<file path="src/rtl/uart_rx_pkg.sv">
// Shared types and helpers for the oversampling UART receiver.
// Optional parity support is enabled with the UART_RX_PARITY_EN macro.
package uart_rx_pkg;

    localparam int OVERSAMPLE = 16;
    localparam int MID_SAMPLE = 7;

    typedef enum logic [2:0] {
        ST_IDLE,
        ST_START,
        ST_DATA,
`ifdef UART_RX_PARITY_EN
        ST_PARITY,
`endif
        ST_STOP,
        ST_WAIT_IDLE
    } rx_state_t;

    function automatic logic [15:0] eff_divisor(input logic [15:0] div);
        return (div == 16'd0) ? 16'd1 : div;
    endfunction

endpackage

</file>
<file path="src/rtl/uart_rx_fifo.sv">
// Small synchronous FIFO for received bytes; registered storage, combinational head read.
// Pointers carry one extra wrap bit so full and empty are distinguishable.
module uart_rx_fifo #(
    parameter int DEPTH = 4,
    parameter int WIDTH = 8
) (
    input  logic             clk,
    input  logic             rst,
    input  logic             push,
    input  logic [WIDTH-1:0] din,
    input  logic             pop,
    output logic [WIDTH-1:0] dout,
    output logic             full,
    output logic             empty
);
    localparam int AW = $clog2(DEPTH);

    logic [WIDTH-1:0] mem [DEPTH];
    logic [AW:0]      wr_ptr;
    logic [AW:0]      rd_ptr;
    logic             do_push;
    logic             do_pop;

    assign empty = (wr_ptr == rd_ptr);
    assign full  = (wr_ptr[AW] != rd_ptr[AW]) && (wr_ptr[AW-1:0] == rd_ptr[AW-1:0]);
    assign dout  = mem[rd_ptr[AW-1:0]];

    // A push into a full FIFO is only taken when the head leaves in the same cycle.
    assign do_pop  = pop && !empty;
    assign do_push = push && (!full || do_pop);

    always_ff @(posedge clk or posedge rst) begin
        if (rst) begin
            wr_ptr <= '0;
            rd_ptr <= '0;
            for (int i = 0; i < DEPTH; i++) begin
                mem[i] <= '0;
            end
        end else begin
            if (do_push) begin
                mem[wr_ptr[AW-1:0]] <= din;
                wr_ptr              <= wr_ptr + (AW+1)'(1);
            end
            if (do_pop) begin
                rd_ptr <= rd_ptr + (AW+1)'(1);
            end
        end
    end

endmodule

</file>
<file path="src/rtl/uart_rx_deser.sv">
// 16x oversampling UART receiver: synchronizer, prescaler, frame FSM and receive FIFO.
// Define UART_RX_PARITY_EN to add a parity bit with parity_odd_i / parity_err_o.
module uart_rx_deser
    import uart_rx_pkg::*;
#(
    parameter int FIFO_DEPTH = 4,
    parameter int DATA_BITS  = 8
) (
    input  logic                 clk_i,
    input  logic                 rst_i,
    input  logic                 uart_rx_i,
    input  logic [15:0]          divisor_i,
`ifdef UART_RX_PARITY_EN
    input  logic                 parity_odd_i,
    output logic                 parity_err_o,
`endif
    output logic [DATA_BITS-1:0] rx_data_o,
    output logic                 rx_valid_o,
    input  logic                 rx_ready_i,
    output logic                 frame_err_o,
    output logic                 overrun_o,
    output logic                 busy_o
);
    localparam int BW = $clog2(DATA_BITS + 1);
    localparam logic [BW-1:0] LAST_BIT = BW'(DATA_BITS - 1);
    localparam logic [3:0]    SCNT_MID = 4'(MID_SAMPLE);
    localparam logic [3:0]    SCNT_END = 4'(OVERSAMPLE - 1);

    logic                 rx_meta;
    logic                 rxs;
    rx_state_t            state_q, state_d;
    logic [15:0]          pcnt_q, pcnt_d;
    logic [3:0]           scnt_q, scnt_d;
    logic [BW-1:0]        bitcnt_q, bitcnt_d;
    logic [DATA_BITS-1:0] shreg_q, shreg_d;
    logic                 ferr_d;
    logic                 push;
    logic                 pop;
    logic                 fifo_full;
    logic                 fifo_empty;
    logic                 tick;
    logic [15:0]          reload;
`ifdef UART_RX_PARITY_EN
    logic                 par_q, par_d;
    logic                 perr_d;
`endif

    assign reload = eff_divisor(divisor_i) - 16'd1;
    assign tick   = (state_q != ST_IDLE) && (pcnt_q == 16'd0);
    assign busy_o = (state_q != ST_IDLE);

    always_ff @(posedge clk_i or posedge rst_i) begin
        if (rst_i) begin
            rx_meta <= 1'b1;
            rxs     <= 1'b1;
        end else begin
            rx_meta <= uart_rx_i;
            rxs     <= rx_meta;
        end
    end

    // Prescaler idles at zero and restarts on the start edge so the first tick is divisor clocks later.
    always_comb begin
        pcnt_d = pcnt_q;
        if (state_q == ST_IDLE) begin
            pcnt_d = rxs ? 16'd0 : reload;
        end else if (pcnt_q == 16'd0) begin
            pcnt_d = reload;
        end else begin
            pcnt_d = pcnt_q - 16'd1;
        end
    end

    always_comb begin
        state_d  = state_q;
        scnt_d   = scnt_q;
        bitcnt_d = bitcnt_q;
        shreg_d  = shreg_q;
        ferr_d   = 1'b0;
        push     = 1'b0;
`ifdef UART_RX_PARITY_EN
        par_d    = par_q;
        perr_d   = 1'b0;
`endif
        case (state_q)
            ST_IDLE: begin
                scnt_d   = '0;
                bitcnt_d = '0;
                if (!rxs) state_d = ST_START;
            end
            ST_START: begin
                if (tick) begin
                    if (scnt_q == SCNT_MID) begin
                        scnt_d  = '0;
                        state_d = rxs ? ST_IDLE : ST_DATA;
                    end else begin
                        scnt_d = scnt_q + 4'd1;
                    end
                end
            end
            ST_DATA: begin
                if (tick) begin
                    scnt_d = scnt_q + 4'd1;
                    if (scnt_q == SCNT_END) begin
                        shreg_d  = {rxs, shreg_q[DATA_BITS-1:1]};
                        bitcnt_d = bitcnt_q + BW'(1);
                        if (bitcnt_q == LAST_BIT) begin
`ifdef UART_RX_PARITY_EN
                            state_d = ST_PARITY;
`else
                            state_d = ST_STOP;
`endif
                        end
                    end
                end
            end
`ifdef UART_RX_PARITY_EN
            ST_PARITY: begin
                if (tick) begin
                    scnt_d = scnt_q + 4'd1;
                    if (scnt_q == SCNT_END) begin
                        par_d   = rxs;
                        state_d = ST_STOP;
                    end
                end
            end
`endif
            ST_STOP: begin
                if (tick) begin
                    scnt_d = scnt_q + 4'd1;
                    if (scnt_q == SCNT_END) begin
`ifdef UART_RX_PARITY_EN
                        perr_d = ((^shreg_q) ^ par_q) != parity_odd_i;
`endif
                        if (rxs) begin
                            push    = 1'b1;
                            state_d = ST_IDLE;
                        end else begin
                            ferr_d  = 1'b1;
                            state_d = ST_WAIT_IDLE;
                        end
                    end
                end
            end
            ST_WAIT_IDLE: begin
                if (rxs) state_d = ST_IDLE;
            end
            default: state_d = ST_IDLE;
        endcase
    end

    always_ff @(posedge clk_i or posedge rst_i) begin
        if (rst_i) begin
            state_q     <= ST_IDLE;
            pcnt_q      <= '0;
            scnt_q      <= '0;
            bitcnt_q    <= '0;
            shreg_q     <= '0;
            frame_err_o <= 1'b0;
            overrun_o   <= 1'b0;
`ifdef UART_RX_PARITY_EN
            par_q        <= 1'b0;
            parity_err_o <= 1'b0;
`endif
        end else begin
            state_q     <= state_d;
            pcnt_q      <= pcnt_d;
            scnt_q      <= scnt_d;
            bitcnt_q    <= bitcnt_d;
            shreg_q     <= shreg_d;
            frame_err_o <= ferr_d;
            overrun_o   <= push && fifo_full && !pop;
`ifdef UART_RX_PARITY_EN
            par_q        <= par_d;
            parity_err_o <= perr_d;
`endif
        end
    end

    assign rx_valid_o = !fifo_empty;
    assign pop        = rx_valid_o && rx_ready_i;

    uart_rx_fifo #(
        .DEPTH (FIFO_DEPTH),
        .WIDTH (DATA_BITS)
    ) u_fifo (
        .clk   (clk_i),
        .rst   (rst_i),
        .push  (push),
        .din   (shreg_q),
        .pop   (pop),
        .dout  (rx_data_o),
        .full  (fifo_full),
        .empty (fifo_empty)
    );

endmodule

</file>
<file path="config.mk">
export PLATFORM = sky130hd
export DESIGN_NAME = uart_rx_deser
export DESIGN_NICKNAME = d
export VERILOG_FILES = /design/src/rtl/uart_rx_pkg.sv /design/src/rtl/uart_rx_fifo.sv /design/src/rtl/uart_rx_deser.sv
export SDC_FILE = /design/constraint.sdc
export NUM_CORES = 1
export LEC_CHECK = 0
export ABC_AREA = 1
export BUFFER_PORTS_ARGS = -buffer_cell sky130_fd_sc_hd__buf_2
export CAP_MARGIN = 0
export CORE_ASPECT_RATIO = 1.1
export CORE_UTILIZATION = 45
export CTS_CLUSTER_DIAMETER = 120
export CTS_CLUSTER_SIZE = 24
export DETAILED_ROUTE_END_ITERATION = 10
export PLACE_DENSITY = 0.59
export SYNTH_ARGS = -nofsm -noshare
export SYNTH_HDL_FRONTEND = slang
export SYNTH_SLANG_ARGS = --single-unit
</file>
<file path="constraint.sdc">
create_clock -name clk_i -period 2.4 [get_ports clk_i]
set_input_delay 0 -clock clk_i [delete_from_list [all_inputs] [get_ports clk_i]]
set_output_delay 0 -clock clk_i [all_outputs]
set_load 0.02 [all_outputs]
</file>
==> flow_summary.yaml <==
finish:
  final_cell_area_mm2: 0.005005
  drive_gt1_frac: 0.1457
  syn2layout_area_growth_pct: 14.25
  antenna_cells: 0
  final_cell_mix: "nand2_1, dfrtp_1, nor2_1"
  mostFrequentLayoutCell: "nand2_1"
  nets: 635
synth:
  syn-num-nets: 587
  synth-xor-area-share: 0.04999
  synth.area.mux_share: 0
  synth_top_area_share: 0.4284
  synth_top_area_cell: "dfrtp_1"
  yosysUniqueCellTypes: 35
  synthAdderAreaFrac: 0.02571
  ys_seq_elements: 77
  postSynthCellCount: 558
  synth_area_leaders: "dfrtp_1, nand2_1, nor2_1"
  synth.avg_cell_area_um2: 7.850
  synth_area_mm2: 0.004380
  yosys_warnings: 0
  synth_seq_area_share: 0.4404
  synth-simple-area-share: 0.2873
  synth_top_family_by_area: "simple AND/OR/NAND/NOR gates"
  synth-compound-area-share: 0.1214
floorplanning:
  coreArea_mm2: 0.009398
  start_util: 0.4661
  core.rowCount: 37
  die_w_um: 96.07
  fp.dieArea_mm2: 0.01013
  die_h_um: 105.5
  ios: 32
placement:
  placed_area_mm2: 0.004672
  dp_slack_ns: 0.1755
  gp_congestion: 0.8805
  portBuffers: 31
  hpwlAfterDp_um: 6942
flow_run:
  maxCapViolCount: 0
detailed_routing:
  route.detailed.drc: 0
  ant_nets: 0
  first_iter_violations: 132
  totalWireLength_um: 9400
  wl_per_cell_um: 12.91
  avgViaCountPerCell: 5.036
  detailedRoute.firstPassIterationCount: 4
  num_vias: 3666
cts:
  cts_root_buffer: "clkbuf_8"
  insertion_delay_ns: 0.36
  cts_max_level: 3
  post_cts_buffers: 0
  cts_tree: "built"
  cts_buffers: 9
  clk_pin_slew_ns: 0.08
  max-clock-path-buffers: 2
  clkSinkCount: 77
sta:
  tns_ns: 0
  tightest_slew_ns: 0.7852
  hold_violations: 0
  finalCritPeriodShare: 0.8830
  slew_headroom: 0.4766
  drv_slew: 0
  final.min_clock_period_ns: 2.119
  setup_viol: 0
  rsz0062_at_grt: "no"
  skew_ns: 0.01102
  setup_ws_ns: 0.2807
  fmax_mhz: 471.9
grt:
  grt_pass1_vias: 3535
  grt_overflow: 0
  grt_util_all_layers: 0.2128
  grt_pass1_wl_um: 16530
  grt_max_degree: 47
  grt_antenna_before_repair: 0
setup_path:
  worstPathMaxFanout: 4
  r2r_setup_slack_ns: 0.30
  arrival_ns: 2.37
  cp-end-kind: "flop"
  cp-start-kind: "primary input"
  criticalPathCategory: "in -> reg"
  required_ns: 2.65
  reg2reg_from: "pcnt_q[0]"
  ff2ff_path_depth: 9
  reg2reg_to: "u_fifo.mem[20]"
power_and_ir_drop:
  p_leak_nw: 2.420
  ir_drop_mv: 0.2484
  total_power_w: 0.003710
  power_density_mw_per_mm2: 741.3
worst_hold_path:
  hold_path_depth: 5
  min_path_type: "in -> reg"
  hold_path_end: "pcnt_q[7]"
  min_from: "divisor_i[7]"
status:
  status: "finished clean"
kinds of logic (layout without fill, tap and decap cells):
group	count (synthesis)	after routing
buffers and inverters	78	131
AO/OA/AOI/OAI	97	97
XOR/XNOR	25	25
adder cells (fa/ha/maj)	9	9
AND/OR/NAND/NOR	272	272
flip-flops	77	77
sequential cells by signal, summed over array words and instances, names as in the netlist, 3 cells and up:
register,count
state_q,3
u_fifo.mem,32
scnt_q,4
pcnt_q,16
bitcnt_q,4
u_fifo.rd_ptr,3
u_fifo.wr_ptr,3
shreg_q,8
layout make-up:
type,count,area (um^2)
repair buffers,51,362.8
multi-input cells,403,2125
well taps,117,146.4
clock inverters,5,58.81
clock buffers,11,141.4
fillers,932,4393
flip-flops and latches,77,1929
inverters,64,241.5
what timing repair did:
item,in CTS,in global routing
hold endpoints to repair,56,0
endpoints found under the setup margin,0,11
gates resized for setup,0,1
hold buffers,13,0
cell usage after synthesis:
cell type  number
nand2_1       133
dfrtp_1        75
nor2_1         71
inv_1          61
o21ai_0        44
nand3_1        25
o21ai_1        24
xor2_1         14
a21oi_1        11
xnor2_1        11
ha_1            9
o21ai_2         8
o22ai_1         8
nand4_1         7
clkbuf_1        6
nor2_2          6
nor3_1          6
nand2_2         5
buf_6           4
nand3b_1        4
nand4_4         4
nor4_1          4
inv_2           3
buf_2           2
dfstp_2         2
nor3_4          2
a211o_1         1
buf_1           1
buf_4           1
nand3_2         1
nand3_4         1
nor2_4          1
nor3b_1         1
o21bai_1        1
or2_2           1
metal layers:
metal | global-route usage | part of all wire | up-vias
met5 | 0 | 0 | -
met1 | 0.2672 | 0.46 | 1704
li1 | - | - | 1895
met4 | 0.08635 | 0.021 | 0
met3 | 0.03463 | 0.027 | 15
met2 | 0.3582 | 0.49 | 52
power by group:
part,switching (W),total (W),internal [W]
sequential,0.000130,0.00155,0.00142
combinational,0.000719,0.00115,0.000428
clock,0.000498,0.00101,0.000511
total,0.00135,0.00371,0.00236
critical path: stages:
cell	delay, ns
dlygate4sd3_1	0.53
buf_2	0.15
nor2_1	0.16
nand2_1	0.08
nor2_1	0.18
nand2_1	0.12
nand2_1	0.09
inv_1	0.07
ha_1	0.20
nand2_1	0.15
inv_1	0.06
nand2_1	0.08
xor2_1	0.27
o21ai_0	0.12
nand2_1	0.06
nand2_1	0.05
per-stage QoR:
step | utilization | cells | hold WS [ns]
CTS | 0.5323 | 728 | 0.0004535
finish | 0.5326 | 728 | 0.02385
global placement | 0.4971 | 699 | 0.1045
floorplan | - | 558 | 0.004478
global route | 0.5326 | 728 | 0.03537
detailed placement | 0.4971 | 699 | 0.1064
worst max-delay path by stage:
stage | from | end | slack (ns) | cells after the start
CTS | pcnt_q[0] | shreg_q[1] | 0.13 | 9
detailed placement | pcnt_q[0] | shreg_q[1] | 0.18 | 9
finish | divisor_i[9] | pcnt_q[12] | 0.28 | 16
global route | divisor_i[9] | pcnt_q[12] | 0.07 | 16
global placement | pcnt_q[0] | shreg_q[2] | 0.26 | 9
floorplan | rst_i | bitcnt_q[0] | 0.44 | 1
Note: power is estimated with default switching activity, not from simulation.
